### src/rtl/uart_rx_datapath_if.sv
// uart_rx_datapath_if: serial input, host handshake and frame status of the receive datapath
interface uart_rx_datapath_if;
  logic       rx;
  logic       enable;
  logic       rd;
  logic [7:0] rx_data;
  logic       rx_valid;
  logic       data_ready;
  logic       parity_err;
  logic       frame_err;
  logic       overrun;
  modport master (output rx, enable, rd, input rx_data, rx_valid, data_ready, parity_err, frame_err, overrun);
  modport slave  (input rx, enable, rd, output rx_data, rx_valid, data_ready, parity_err, frame_err, overrun);
endinterface

### src/rtl/uart_rx_datapath.sv
// uart_rx_datapath: deserialises enable-strobed UART frames at 2x baud, self-times parity/stop, host ready/read handshake
module uart_rx_datapath #(
  parameter bit PARITY_ODD = 1'b0,
  parameter int GAP_MAX    = 3
) (
  input logic              clk_2br,
  input logic              reset,
  uart_rx_datapath_if.slave bus
);
  localparam logic [1:0] IDLE = 2'd0, DATA = 2'd1, TAIL = 2'd2;
  localparam int GW = $clog2(GAP_MAX + 2);
  localparam logic [GW-1:0] GAP_LIM = GW'(GAP_MAX);
  logic [1:0]    state_q, state_d;
  logic [3:0]    bit_q, bit_d;
  logic [GW-1:0] gap_q, gap_d;
  logic [2:0]    tail_q, tail_d;
  logic [7:0]    shift_q, shift_d;
  logic          start_q, start_d, par_q, par_d, stop_q, stop_d, commit_q, commit_d;
  logic [7:0]    data_q;
  logic          valid_q, ready_q, perr_q, ferr_q, ovr_q;
  always_comb begin
    state_d  = state_q;
    bit_d    = bit_q;
    gap_d    = gap_q;
    tail_d   = tail_q;
    shift_d  = shift_q;
    start_d  = start_q;
    par_d    = par_q;
    stop_d   = stop_q;
    commit_d = 1'b0;
    case (state_q)
      IDLE: if (bus.enable) begin
        start_d = bus.rx;
        bit_d   = 4'd0;
        gap_d   = '0;
        state_d = DATA;
      end
      DATA: if (bus.enable) begin
        shift_d = {bus.rx, shift_q[7:1]};
        bit_d   = bit_q + 4'd1;
        gap_d   = '0;
        state_d = (bit_q == 4'd7) ? TAIL : DATA;
        tail_d  = 3'd0;
      end else begin
        gap_d   = gap_q + 1'b1;
        state_d = (gap_q >= GAP_LIM) ? IDLE : DATA;
      end
      TAIL: begin
        // parity sits two edges and stop four edges after the last data sample
        tail_d   = tail_q + 3'd1;
        par_d    = (tail_q == 3'd1) ? bus.rx : par_q;
        stop_d   = (tail_q == 3'd3) ? bus.rx : stop_q;
        commit_d = (tail_q == 3'd3);
        state_d  = (tail_q == 3'd3) ? IDLE : TAIL;
      end
      default: state_d = IDLE;
    endcase
  end
  always_ff @(posedge clk_2br or posedge reset) begin
    if (reset) begin
      state_q  <= IDLE;
      bit_q    <= '0;
      gap_q    <= '0;
      tail_q   <= '0;
      shift_q  <= '0;
      start_q  <= 1'b0;
      par_q    <= 1'b0;
      stop_q   <= 1'b0;
      commit_q <= 1'b0;
      data_q   <= '0;
      valid_q  <= 1'b0;
      ready_q  <= 1'b0;
      perr_q   <= 1'b0;
      ferr_q   <= 1'b0;
      ovr_q    <= 1'b0;
    end else begin
      state_q  <= state_d;
      bit_q    <= bit_d;
      gap_q    <= gap_d;
      tail_q   <= tail_d;
      shift_q  <= shift_d;
      start_q  <= start_d;
      par_q    <= par_d;
      stop_q   <= stop_d;
      commit_q <= commit_d;
      valid_q  <= commit_q;
      // a commit beats a simultaneous host read
      if (commit_q) begin
        data_q  <= shift_q;
        perr_q  <= ((^shift_q) ^ par_q) != PARITY_ODD;
        ferr_q  <= start_q | ~stop_q;
        ovr_q   <= ovr_q | ready_q;
        ready_q <= 1'b1;
      end else if (bus.rd) begin
        ready_q <= 1'b0;
        ovr_q   <= 1'b0;
      end
    end
  end
  assign bus.rx_data    = data_q;
  assign bus.rx_valid   = valid_q;
  assign bus.data_ready = ready_q;
  assign bus.parity_err = perr_q;
  assign bus.frame_err  = ferr_q;
  assign bus.overrun    = ovr_q;
endmodule

### src/flat_wrapper.sv
// flat-port wrapper written by rule: the top's interface ports become plain ports
module uart_rx_datapath_flat 
#(
  parameter bit PARITY_ODD = 1'b0,
  parameter int GAP_MAX    = 3
)
  (clk_2br, reset, bus_rx, bus_enable, bus_rd, bus_rx_data, bus_rx_valid, bus_data_ready, bus_parity_err, bus_frame_err, bus_overrun);
  uart_rx_datapath_if bus_i ();
  input logic clk_2br;
  input logic reset;
  input wire logic [$bits(bus_i.rx)-1:0] bus_rx;
  input wire logic [$bits(bus_i.enable)-1:0] bus_enable;
  input wire logic [$bits(bus_i.rd)-1:0] bus_rd;
  output wire logic [$bits(bus_i.rx_data)-1:0] bus_rx_data;
  output wire logic [$bits(bus_i.rx_valid)-1:0] bus_rx_valid;
  output wire logic [$bits(bus_i.data_ready)-1:0] bus_data_ready;
  output wire logic [$bits(bus_i.parity_err)-1:0] bus_parity_err;
  output wire logic [$bits(bus_i.frame_err)-1:0] bus_frame_err;
  output wire logic [$bits(bus_i.overrun)-1:0] bus_overrun;
  assign bus_i.rx = bus_rx;
  assign bus_i.enable = bus_enable;
  assign bus_i.rd = bus_rd;
  assign bus_rx_data = bus_i.rx_data;
  assign bus_rx_valid = bus_i.rx_valid;
  assign bus_data_ready = bus_i.data_ready;
  assign bus_parity_err = bus_i.parity_err;
  assign bus_frame_err = bus_i.frame_err;
  assign bus_overrun = bus_i.overrun;
  uart_rx_datapath #(.PARITY_ODD(PARITY_ODD), .GAP_MAX(GAP_MAX)) u_core (.clk_2br(clk_2br), .reset(reset), .bus(bus_i));
endmodule
### config.mk
export PLATFORM = sky130hd
export DESIGN_NAME = uart_rx_datapath_flat
export DESIGN_NICKNAME = d
export VERILOG_FILES = /design/src/rtl/uart_rx_datapath_if.sv /design/src/rtl/uart_rx_datapath.sv /design/src/flat_wrapper.sv
export SDC_FILE = /design/constraint.sdc
export NUM_CORES = 1
export LEC_CHECK = 0
export ABC_AREA = 1
export CAP_MARGIN = 20
export CELL_PAD_IN_SITES_DETAIL_PLACEMENT = 1
export CELL_PAD_IN_SITES_GLOBAL_PLACEMENT = 1
export CORE_MARGIN = 3
export CORE_UTILIZATION = 38
export CTS_CLUSTER_DIAMETER = 120
export DETAILED_ROUTE_END_ITERATION = 6
export HOLD_SLACK_MARGIN = 0.06
export PLACE_DENSITY = 0.72
export SLEW_MARGIN = 20
export SYNTH_ARGS = -nofsm -noshare
export SYNTH_HDL_FRONTEND = slang
export SYNTH_SLANG_ARGS = --single-unit
### constraint.sdc
create_clock -name clk_2br -period 1.3 [get_ports clk_2br]
set_clock_uncertainty 0.15 [all_clocks]
set_input_delay 0.26 -clock clk_2br [delete_from_list [all_inputs] [get_ports clk_2br]]
set_output_delay 0.26 -clock clk_2br [all_outputs]
set_load 0.02 [all_outputs]
==> run_results.csv <==
group,metric,value,unit
clocking,cts.clk_slew.worst_paths,70,ps
sta,setup_viol,16,
min_path,hp-class,"input port to async pin",
sta,max-slew-margin-rel,0.804,
layout,antennaDiodeCount,0,
clocking,cts-root-buf,"clkbuf_8",
sta,max_slew.worst_pin.slew,294,ps
die,rows,23,
synthesis,yosysSeqAreaShare,0.546,
clocking,cts_tree,"yes",
placement,dp_hpwl,2880,um
placement,routabilityCongestion,0.864,
global_route,grt_util_all_layers,0.165,
global_route,antenna_found_initial,0,
synthesis,syn-mean-instance-area,8.65,um^2
placement,dp_cells,284,
critical_path,cp.depth,10,
route,drtIter0Drc,44,
global_route,grt_max_degree,38,
critical_path,r2r_setup_slack,-160,ps
route,drt_wl_total,4650,um
run_status,status,"complete, but fails checks",
critical_path,crit_arrival,1490,ps
critical_path,crit_type,"flop to flop",
job,cap_viol_max_count,0,
synthesis,synth_warnings,0,
sta,setup_tns,-1410,ps
die,dieHeight,72.8,um
synthesis,synth_cells,196,
sta,fmax,687,MHz
synthesis,syn-cell-area,1700,um^2
route,route.vias.total,1518,
layout,layout_commonest_cell,"nand2_1",
power_and_ir_drop,clock_power_share,0.184,
run_status,violations,"setup timing",
synthesis,synth_cell_types,22,
critical_path,path_max_fanout,4,
global_route,grt_pass1_wl,6630,um
layout,nNetsFinal,263,
critical_path,critical_path.cell_chain,"inv_1, nand2_1, nand2_1, nand2_1, nand2_1, inv_1, nand2_2, nand3_1, nand3_1, nand2_1",
power_and_ir_drop,p_int,0.00277,W
critical_path,critical_path_buf_inv_count,2,
route,drtAntennaViolNets,0,
layout,fin_cells,302,
clocking,htree_levels,2,
sta,fin_crit,1460,ps
critical_path,start_kind,"flop",
critical_path,slowest_stage,"dfrtp_1",
power_and_ir_drop,power_density,1810,nW/um^2
sta,hold_viol,0,
critical_path,cp.required,1330,ps
power_and_ir_drop,p_leak,1.27,nW
synthesis,synth_top_flop_cell,"dfrtp_1",
sta,final.period_utilization,1.12,
placement,dp_slack,-396,ps
sta,rsz0062_at_grt,"true",
clocking,clock_latency,290,ps
synthesis,synth_edf_count,0,
critical_path,crit_family,"simple AND/OR/NAND/NOR gates",
power_and_ir_drop,p_switching,0.00168,W
clocking,numCtsBuffers,5,
die,start_util,0.409,
route,via_per_inst,5.03,
layout,layout-drive-gt1-share,0.405,
die,die_w,72.8,um
power_and_ir_drop,p_comb_frac,0.447,
die,dieArea,5300,um^2
placement,portBuffers,17,
clocking,ctsHoldBuffers,0,
synthesis,synth-async-reset-ratio,1.00,
critical_path,cp-end-kind,"flop",
power_and_ir_drop,sw_frac_of_total,0.377,
global_route,grt_pass1_vias,1533,
sta,final_critical_path_setup_slack,-155,ps
global_route,gr-total-overflow,0,
layout,final_util,0.595,
clocking,cts_buffer_depth,2,
route,drc,0,
route,firstDrtPassIters,4,
route,wire_per_inst,15.4,um
critical_path,crit_top_cell,"nand2_1",
die,core,4140,um^2
clocking,clock_sinks,37,
power_and_ir_drop,ir_worst_vdd,0.000955,V
synthesis,syn_nets,207,
layout,mostFrequentLayoutCells,"nand2_1 (48), dfrtp_1 (35), buf_4 (28)",
sta,drv_slew,0,
power_and_ir_drop,seqPwrFrac,0.369,
synthesis,ys_ff_latch,37,
critical_path,slowest_delay,410,ps
layout,area_growth,45.3,%
die,num_io_pins,18,
critical_path,r2r_cells,10,
==> stage by stage <==
| step | hold slack, ps | total power, W | instance area (um^2) |
|---|---|---|---|
| 2_1_floorplan | 231 | 0.00241 | 1700 |
| 3_3_place_gp | 314 | 0.00281 | 2100 |
| 3_5_place_dp | 323 | 0.00294 | 2100 |
| 4_1_cts | 183 | 0.00381 | 2150 |
| 5_1_grt | 205 | 0.00477 | 2460 |
| 6_report | 170 | 0.00445 | 2460 |
==> final timing paths <==
path,end,startpoint
worst min register to register,u_core.bus.rx_data[2],u_core.bus.rx_data[2]
worst max register to register,u_core.bus.parity_err,u_core.shift_q[2]
worst min-delay path,u_core.bus.overrun,reset
max in group asynchronous,u_core.state_q[0],reset
min in group clk_2br,u_core.bus.rx_data[2],u_core.bus.rx_data[2]
worst max-delay path,u_core.bus.parity_err,u_core.shift_q[2]
==> what timing repair did <==
action,in CTS,in global routing
pin swaps,4,15
setup buffers,1,8
endpoints found under the setup margin,24,25
gates resized for setup,58,62
cloned,0,3
==> layout make-up <==
cell class | count | area, um^2
Clock buffer | 7 | 86.3
Fill cell | 482 | 1680
Inverter | 30 | 118
Multi-Input combinational cell | 126 | 818
Sequential cell | 37 | 928
Tap cell | 50 | 62.6
Timing Repair Buffer | 52 | 450
==> layer usage <==
metal  up-vias  track usage  part of all wire
li1        730            -                 -
met1       754        0.184              0.39
met2        24        0.294              0.55
met3        10       0.0510             0.038
met4         0       0.0594             0.021
met5         -            0                 0
==> cells in the mapped netlist (2+ instances only) <==
| master | instances | area share |
|---|---|---|
| dfrtp_1 | 37 | 0.55 |
| nand2_1 | 62 | 0.14 |
| inv_1 | 27 | 0.060 |
| o21ai_0 | 24 | 0.071 |
| o22ai_1 | 3 | 0.011 |
| nand3_1 | 8 | 0.024 |
| nor2_4 | 2 | 0.013 |
| inv_2 | 2 | 0.0044 |
| a21oi_1 | 4 | 0.012 |
| ha_1 | 6 | 0.044 |
| mux2i_1 | 2 | 0.012 |
| nor2_1 | 9 | 0.020 |
==> kinds of logic after synthesis <==
group | count (synthesis) | synth area share
simple gates | 84 | 0.207
buf+inv | 33 | 0.0782
xor+xnor | 1 | 0.00517
fa+ha+maj | 6 | 0.0443
flops | 37 | 0.546
mux | 2 | 0.0118
compound gates | 33 | 0.107
==> worst min-delay path, stage by stage <==
cell and delay (ps):
clkdlybuf4s50_1 400, inv_1 90, buf_12 220
==> power groups by stage <==
stage | clock [W] | combinational [W] | sequential (W)
floorplan | 0 | 0.000844 | 0.00157
finish | 0.000818 | 0.00199 | 0.00164
detailed placement | 0 | 0.00134 | 0.00160
global route | 0.000883 | 0.00219 | 0.00169
CTS | 0.000824 | 0.00140 | 0.00159
global placement | 0 | 0.00123 | 0.00158
==> state kept, by name, summed over array words and instances, names as in the netlist <==
signal,count
u_core.commit_q,1
u_core.bus.rx_data,8
u_core.tail_q,3
u_core.bus.data_ready,1
u_core.bus.rx_valid,1
u_core.stop_q,1
u_core.bit_q,4
u_core.gap_q,3
u_core.bus.overrun,1
u_core.bus.parity_err,1
u_core.bus.frame_err,1
u_core.par_q,1
u_core.state_q,2
u_core.start_q,1
u_core.shift_q,8
(Power assumes the default switching activity.)
